File: src/rtl/seq_match_ctrl.sv
// Run-time programmable serial sequence detector controller.
// Latches a pattern configuration, arms on start, counts hits and stops on target, stop or reset.
module seq_match_ctrl #(
  parameter int MAXLEN = 8,
  parameter int CNT_W  = 8,
  parameter int LEN_W  = 4
) (
  input  logic              clk,
  input  logic              rst,
  input  logic              cfg_we,
  input  logic [MAXLEN-1:0] cfg_pattern,
  input  logic [LEN_W-1:0]  cfg_len,
  input  logic              cfg_overlap,
  input  logic [CNT_W-1:0]  cfg_target,
  input  logic              start,
  input  logic              stop,
  input  logic              w,
  input  logic              w_valid,
  output logic              z,
  output logic [CNT_W-1:0]  match_count,
  output logic              busy,
  output logic              done
);

  localparam logic [1:0] S_IDLE = 2'd0;
  localparam logic [1:0] S_RUN  = 2'd1;
  localparam logic [1:0] S_DONE = 2'd2;

  logic [1:0]        state_reg, state_next;
  logic [MAXLEN-1:0] pat_reg, pat_next;
  logic [LEN_W-1:0]  len_reg, len_next;
  logic              ovl_reg, ovl_next;
  logic [CNT_W-1:0]  tgt_reg, tgt_next;
  logic [MAXLEN-1:0] hist_reg, hist_next;
  logic [LEN_W-1:0]  fill_reg, fill_next;
  logic [CNT_W-1:0]  cnt_reg, cnt_next;
  logic              z_reg, z_next;
  logic              busy_reg, busy_next;
  logic              done_reg, done_next;

  logic [MAXLEN-1:0] len_mask;
  logic [MAXLEN-1:0] hist_shift;
  logic [LEN_W-1:0]  fill_inc;
  logic [CNT_W-1:0]  cnt_inc;
  logic              len_ok;
  logic              hit;

  // Only the lowest len bits of history and pattern take part in the compare.
  genvar gi;
  generate
    for (gi = 0; gi < MAXLEN; gi++) begin : g_mask
      assign len_mask[gi] = (len_reg > LEN_W'(gi));
    end
  endgenerate

  assign hist_shift = {hist_reg[MAXLEN-2:0], w};
  assign fill_inc   = (fill_reg >= len_reg) ? len_reg : fill_reg + LEN_W'(1);
  assign cnt_inc    = (cnt_reg == '1) ? cnt_reg : cnt_reg + CNT_W'(1);
  assign len_ok     = (len_reg != '0) && (len_reg <= LEN_W'(MAXLEN));

  // stop wins over a simultaneous valid bit, so that bit can never complete a hit.
  assign hit = (state_reg == S_RUN) && w_valid && !stop && (fill_inc == len_reg) &&
               (((hist_shift ^ pat_reg) & len_mask) == '0);

  always_comb begin
    state_next = state_reg;
    pat_next   = pat_reg;
    len_next   = len_reg;
    ovl_next   = ovl_reg;
    tgt_next   = tgt_reg;
    hist_next  = hist_reg;
    fill_next  = fill_reg;
    cnt_next   = cnt_reg;
    z_next     = 1'b0;
    case (state_reg)
      S_IDLE: begin
        if (cfg_we) begin
          pat_next = cfg_pattern;
          len_next = cfg_len;
          ovl_next = cfg_overlap;
          tgt_next = cfg_target;
        end else if (start && len_ok) begin
          state_next = S_RUN;
          hist_next  = '0;
          fill_next  = '0;
          cnt_next   = '0;
        end
      end
      S_RUN: begin
        if (stop) begin
          state_next = S_IDLE;
        end else if (w_valid) begin
          hist_next = hist_shift;
          fill_next = fill_inc;
          if (hit) begin
            z_next   = 1'b1;
            cnt_next = cnt_inc;
            if (!ovl_reg) fill_next = '0;
            if ((tgt_reg != '0) && (cnt_inc == tgt_reg)) state_next = S_DONE;
          end
        end
      end
      S_DONE: begin
        if (start) begin
          state_next = S_RUN;
          hist_next  = '0;
          fill_next  = '0;
          cnt_next   = '0;
        end else if (stop) begin
          state_next = S_IDLE;
        end
      end
      default: state_next = S_IDLE;
    endcase
    busy_next = (state_next == S_RUN);
    done_next = (state_next == S_DONE);
  end

  always_ff @(posedge clk) begin
    if (rst) begin
      state_reg <= S_IDLE;
      pat_reg   <= '0;
      len_reg   <= '0;
      ovl_reg   <= 1'b0;
      tgt_reg   <= '0;
      hist_reg  <= '0;
      fill_reg  <= '0;
      cnt_reg   <= '0;
      z_reg     <= 1'b0;
      busy_reg  <= 1'b0;
      done_reg  <= 1'b0;
    end else begin
      state_reg <= state_next;
      pat_reg   <= pat_next;
      len_reg   <= len_next;
      ovl_reg   <= ovl_next;
      tgt_reg   <= tgt_next;
      hist_reg  <= hist_next;
      fill_reg  <= fill_next;
      cnt_reg   <= cnt_next;
      z_reg     <= z_next;
      busy_reg  <= busy_next;
      done_reg  <= done_next;
    end
  end

  assign z           = z_reg;
  assign match_count = cnt_reg;
  assign busy        = busy_reg;
  assign done        = done_reg;

endmodule

File: config.mk
export PLATFORM = sky130hd
export DESIGN_NAME = seq_match_ctrl
export DESIGN_NICKNAME = d
export VERILOG_FILES = /design/src/rtl/seq_match_ctrl.sv
export SDC_FILE = /design/constraint.sdc
export NUM_CORES = 1
export LEC_CHECK = 0
export CAP_MARGIN = 25
export CORE_UTILIZATION = 50
export CTS_BUF_LIST = sky130_fd_sc_hd__clkbuf_4 sky130_fd_sc_hd__clkbuf_8
export CTS_CLUSTER_DIAMETER = 200
export CTS_CLUSTER_SIZE = 14
export DETAILED_ROUTE_END_ITERATION = 12
export PLACE_DENSITY = 0.78
export SLEW_MARGIN = 20
export SYNTH_ARGS = -nofsm -noshare
export SYNTH_HDL_FRONTEND = slang
export SYNTH_SLANG_ARGS = --single-unit
export TNS_END_PERCENT = 100
File: constraint.sdc
create_clock -name clk -period 2.1 [get_ports clk]
set_input_delay 0.42 -clock clk [delete_from_list [all_inputs] [get_ports clk]]
set_output_delay 0.42 -clock clk [all_outputs]
set_load 0.05 [all_outputs]
# Word-level counts from Yosys, hierarchy flattened
# Index checks and enable logic that the tools add are counted.
# word_totals
reg_bits,45
output_inout_bits,11
wordCells,87
# classes
add_sub_neg,2
n_lt_le_gt_ge,10
n_eq_ne,13
muxes,30
n_bitwise,4
reduce_logical,17
# ops
op,n
two-way mux 8 bit,7
two-way mux 4 bit,8
one-hot mux 8 bit (3 select lines),1
one-hot mux 7 bit (3 select lines),1
"> comparator 4 x 3 -> 1 bit, second input constant",4
two-way mux 2 bit,8
two-way mux 7 bit,2
"!= test 2 bit, second input constant",6
one-hot mux 4 bit (3 select lines),1
"adder 8 x 1 -> 8 bit, second input constant",1
AND 8 bit,1
== test 8 bit,1
"== test 8 bit, second input constant",1
"> comparator 4 x 1 -> 1 bit, second input constant",2
"> comparator 4 x 2 -> 1 bit, second input constant",2
zero test 8 bit,1
nonzero test 8 bit,1
bitwise XOR 8 bit,1
logical AND 1 bit,7
AND reduction 7 bit,1
one-hot mux 2 bit (3 select lines),1
AND reduction 6 bit,1
"adder 4 x 1 -> 4 bit, second input constant",1
"== test 2 x 1 -> 1 bit, second input constant",2
12 further kinds,14

# Longest topological paths before layout
# depth
ltp_word,10
depth_mapped,10
mapped_depth_nobuf,9

# Least setup slack after synthesis
# No wires, ideal clock.
# synth_path
path_type,flip-flop to flip-flop
startpoint,"register cnt_reg[0], in the netlist match_count[0]"
endpoint,"register busy_reg, in the netlist busy"
setup_time_ns,0.126
t_arrival_ns,2.397
path_slack_ns,-0.423
stages_incl_launch_ff,9
n_path_buf,0
path_cell_list,dfxtp_1 ha_1 nand4_1 nor2_1 xnor2_1 o2111ai_1 nor4_1 and4_2 o32ai_1
# synth_between
elab_chain_len,10
elab_cells_between_ends,11
# synth_lines
element,line,source
start: declaration,36,"logic [CNT_W-1:0] cnt_reg, cnt_next;"
start signal: assignment,140,cnt_reg <= cnt_next;
adder 8 x 1 -> 8 bit / == test 8 bit (equally long branches),58,assign cnt_inc = (cnt_reg == '1) ? cnt_reg : cnt_reg + CNT_W'(1);
two-way mux 8 bit (*),58,
== test 8 bit (*),99,if ((tgt_reg != '0) && (cnt_inc == tgt_reg)) state_next = S_DONE;
logical AND 1 bit (*),99,
two-way mux 2 bit (*),99,
two-way mux 2 bit (*),95,if (hit) begin
two-way mux 2 bit (*),92,end else if (w_valid) begin
two-way mux 2 bit (*),90,if (stop) begin
one-hot mux 2 bit (3 select lines) (*),75,case (state_reg)
== test 2 x 1 -> 1 bit (*),115,busy_next = (state_next == S_RUN);
end signal: assignment,142,busy_reg <= busy_next;
end: declaration,38,"logic busy_reg, busy_next;"
# Mark *: on every way between the ends. The rest lies on a longest branch, timed or not.
# A chain may end at the register's enable or synchronous reset.

# Worst setup path in the final report
# layout_path
startpoint,register len_reg[0]
endpoint,"register cnt_reg[4], in the netlist match_count[4]"
# layout_between
elab_chain_len,7
elab_cells_between_ends,22
# layout_lines
element,line,source
start: declaration,31,"logic [LEN_W-1:0] len_reg, len_next;"
start signal: assignment,135,len_reg <= len_next;
>= comparator 4 bit,57,assign fill_inc = (fill_reg >= len_reg) ? len_reg : fill_reg + LEN_W'(1);
two-way mux 4 bit,57,
== test 4 bit,62,assign hit = (state_reg == S_RUN) && w_valid && !stop && (fill_inc == len_reg) &&
logical AND 1 bit (2 in series),62,
!= test 2 bit (no source line),-,
AND reduction 7 bit (no source line) (*),-,
# Marked as above.

==> flow_summary_export.csv <==
group,metric,value,unit
outcome,status,"finished with violations",
outcome,violations,"negative setup slack",
timing,relSlewSlack,0.603,
drt,drc,0,
logic_synthesis,yosys.area.top_type,"dfxtp_1",
timing,tightestPinTransition,590,ps
critical_path,crit_arrival,2400,ps
placed_design,gp_congestion,0.898,
final_layout,syn2layout_area_growth,37.6,%
timing,min_period,2190,ps
clocking,cts_buffers,5,
clocking,cts.reportedPaths.clkPinSlew,100,ps
logic_synthesis,syn_area,2540,µm²
global_routing,antenna_found_initial,0,
logic_synthesis,syn_avg_cell_area,8.17,µm²
clocking,numClockSinks,45,
min_path,hp-class,"register to register",
final_layout,diodes,0,
logic_synthesis,synth_top_cells_by_count,"63 x nand2_1, 45 x dfxtp_1, 42 x a21oi_1",
logic_synthesis,yosysSeqAreaShare,0.355,
pwr,p_leak,1.35,nW
drt,routedWlPerCell,15.0,µm
pwr,power_density,546,nW/µm²
clocking,clk-insertion-delay-late,310,ps
critical_path,cp-end-kind,"register",
floorplan,die_w,73.3,µm
drt,ant_nets,0,
clocking,post-cts-setup-buffer-count,0,
logic_synthesis,synth_area_leaders,"dfxtp_1 35%, nand2_1 9.3%, a21oi_1 8.3%",
timing,tns,-571,ps
timing,rsz0062_at_grt,"yes",
timing,worst_slack,-89.7,ps
flow_run,max-cap-violations,0,
critical_path,required,2310,ps
logic_synthesis,synth.distinct_cells,54,
logic_synthesis,yosysMostFrequentCell,"nand2_1",
drt,wl,6790,µm
final_layout,multiInputGateArea,1590,µm²
global_routing,grt_usage,0.275,
logic_synthesis,synth_cells,311,
logic_synthesis,synth_edf_count,0,
timing,hold_viol_final,0,
critical_path,crit_type,"register to register",
timing,maxSlewViolCount,0,
timing,period_share,1.04,
timing,finalSetupViolations,10,
timing,fmax,457,MHz
floorplan,rows,25,
critical_path,cp-start-kind,"register",
logic_synthesis,synthFlopType,"dfxtp_1",
clocking,htree_num_levels,2,
clocking,cts_tree,"built",
logic_synthesis,netlist.area_leader.share,0.355,
final_layout,final-seq-area,920,µm²
global_routing,grt_pass1_wl,11300,µm
floorplan,die_h,73.3,µm
clocking,clockBufferDepth,2,
timing,finalClockSkew,12.1,ps
global_routing,grt_pass1_vias,2432,
drt,vias_per_cell,5.64,
drt,drt_iter0_markers,211,
clocking,cts-root-buf,"clkbuf_8",
placed_design,port_buffers,38,
final_layout,drive_above_1_share,0.261,
floorplan,dieArea,5370,µm²
placed_design,dpl.hpwl,4990,µm
pwr,p_total,1.91,mW
pwr,peakVddDrop,0.464,mV
drt,drt_first_pass_iters,4,
floorplan,start_util,0.527,
global_routing,grt_overflow_total,0,
logic_synthesis,ys_ff_latch,45,
logic_synthesis,syn_nets,345,
final_layout,nets,420,
logic_synthesis,yosys_warnings,0,
floorplan,io_pins,39,
logic_synthesis,synth_async_sr_flop_share,0,
critical_path,worstPathMaxFanout,8,
drt,via_count,2560,
clocking,hold_buffers,0,
global_routing,grt_max_degree,38,
floorplan,core_area,4820,µm²
final_layout,fillCellCount,388,
==> worst paths after layout <==
check	from	to	slack, ps	cells past startpoint
setup / recovery	len_reg[0]	match_count[4]	-90	9
hold / removal	hist_reg[6]	hist_reg[6]	470	2
setup reg to reg	len_reg[0]	match_count[4]	-90	9
hold reg to reg	hist_reg[6]	hist_reg[6]	470	2
==> power breakdown <==
part           switching [mW]  internal (mW)
Clock                   0.320          0.356
Combinational           0.161          0.167
Sequential             0.0257          0.878
Total                   0.507           1.40
==> through the flow <==
step	cells	setup slack [ps]	cell area (µm²)	util	hold WS, ps
floorplan	311	-1.17	2580	-	444
global placement	446	-411	3270	0.678	453
detailed placement	446	-449	3270	0.678	464
CTS	454	-79.9	3470	0.720	477
global route	454	-173	3490	0.725	497
finish	454	-89.7	3490	0.725	473
==> placed cells by master, fill, tap and decap left out, types with 3 or more instances in the layout <==
cell type        Yosys  final
ha_1                 6      5
nor2_2               0      3
a21oi_1             42     41
o22ai_1              3      3
inv_1                8      7
clkdlybuf4s50_1      0     34
dfxtp_1             45     34
xnor2_1             19     19
buf_4                0     42
buf_6                2      5
clkbuf_8             4      5
nand3_1             11      9
o21ai_0              9      8
nand4_1              4      4
nor3_1               4      4
nand3b_1             3      3
and2_1               4      4
dfxtp_2              0      9
nor2_1              14     11
nand2_1             63     62
nor4_1               5      3
xor2_1               7      7
==> layout make-up <==
type                       instances  share of cell area
inverter                           8             0.00859
multi-input combinational        241               0.455
clock inverter                     3              0.0132
timing repair buffer              85               0.216
tap                               67              0.0240
clock buffer                       5              0.0197
sequential                        45               0.263
==> worst max-delay path, stage by stage (launching register included) <==
cell       delay [ps]
dfxtp_2           330
buf_6             120
nor4_4            270
o22ai_1           110
or3_1             320
a21oi_2           140
a21boi_4          250
buf_6             160
a31oi_4            90
a2111oi_4         310
==> logic make-up (layout without fill, tap and decap cells) <==
family | Yosys count | in the layout | share of synthesized area
adder cells (fa/ha/maj) | 6 | 6 | 0.0296
AO/OA/AOI/OAI | 83 | 83 | 0.218
flip-flops | 45 | 45 | 0.355
XOR/XNOR | 26 | 26 | 0.0897
buffers and inverters | 25 | 101 | 0.0586
AND/OR/NAND/NOR | 122 | 122 | 0.233
multiplexers | 4 | 4 | 0.0167
==> metal layers <==
layer  vias up  routed length (µm)  part of all wire  track usage
met5         -                   0                 0            0
met4         0                 154             0.023       0.0850
met3        21                 457             0.067       0.0576
met2       115                3280              0.48        0.462
met1      1184                2900              0.43        0.354
li1       1240                   -                 -            -
==> timing repair <==
action / 4_1_cts / 5_1_grt
gates cloned: 0 / 0
gates resized for setup: 23 / 9
pin swaps: 8 / 6
setup endpoints to repair: 14 / 19
Note: power is estimated with default switching activity, not from simulation.
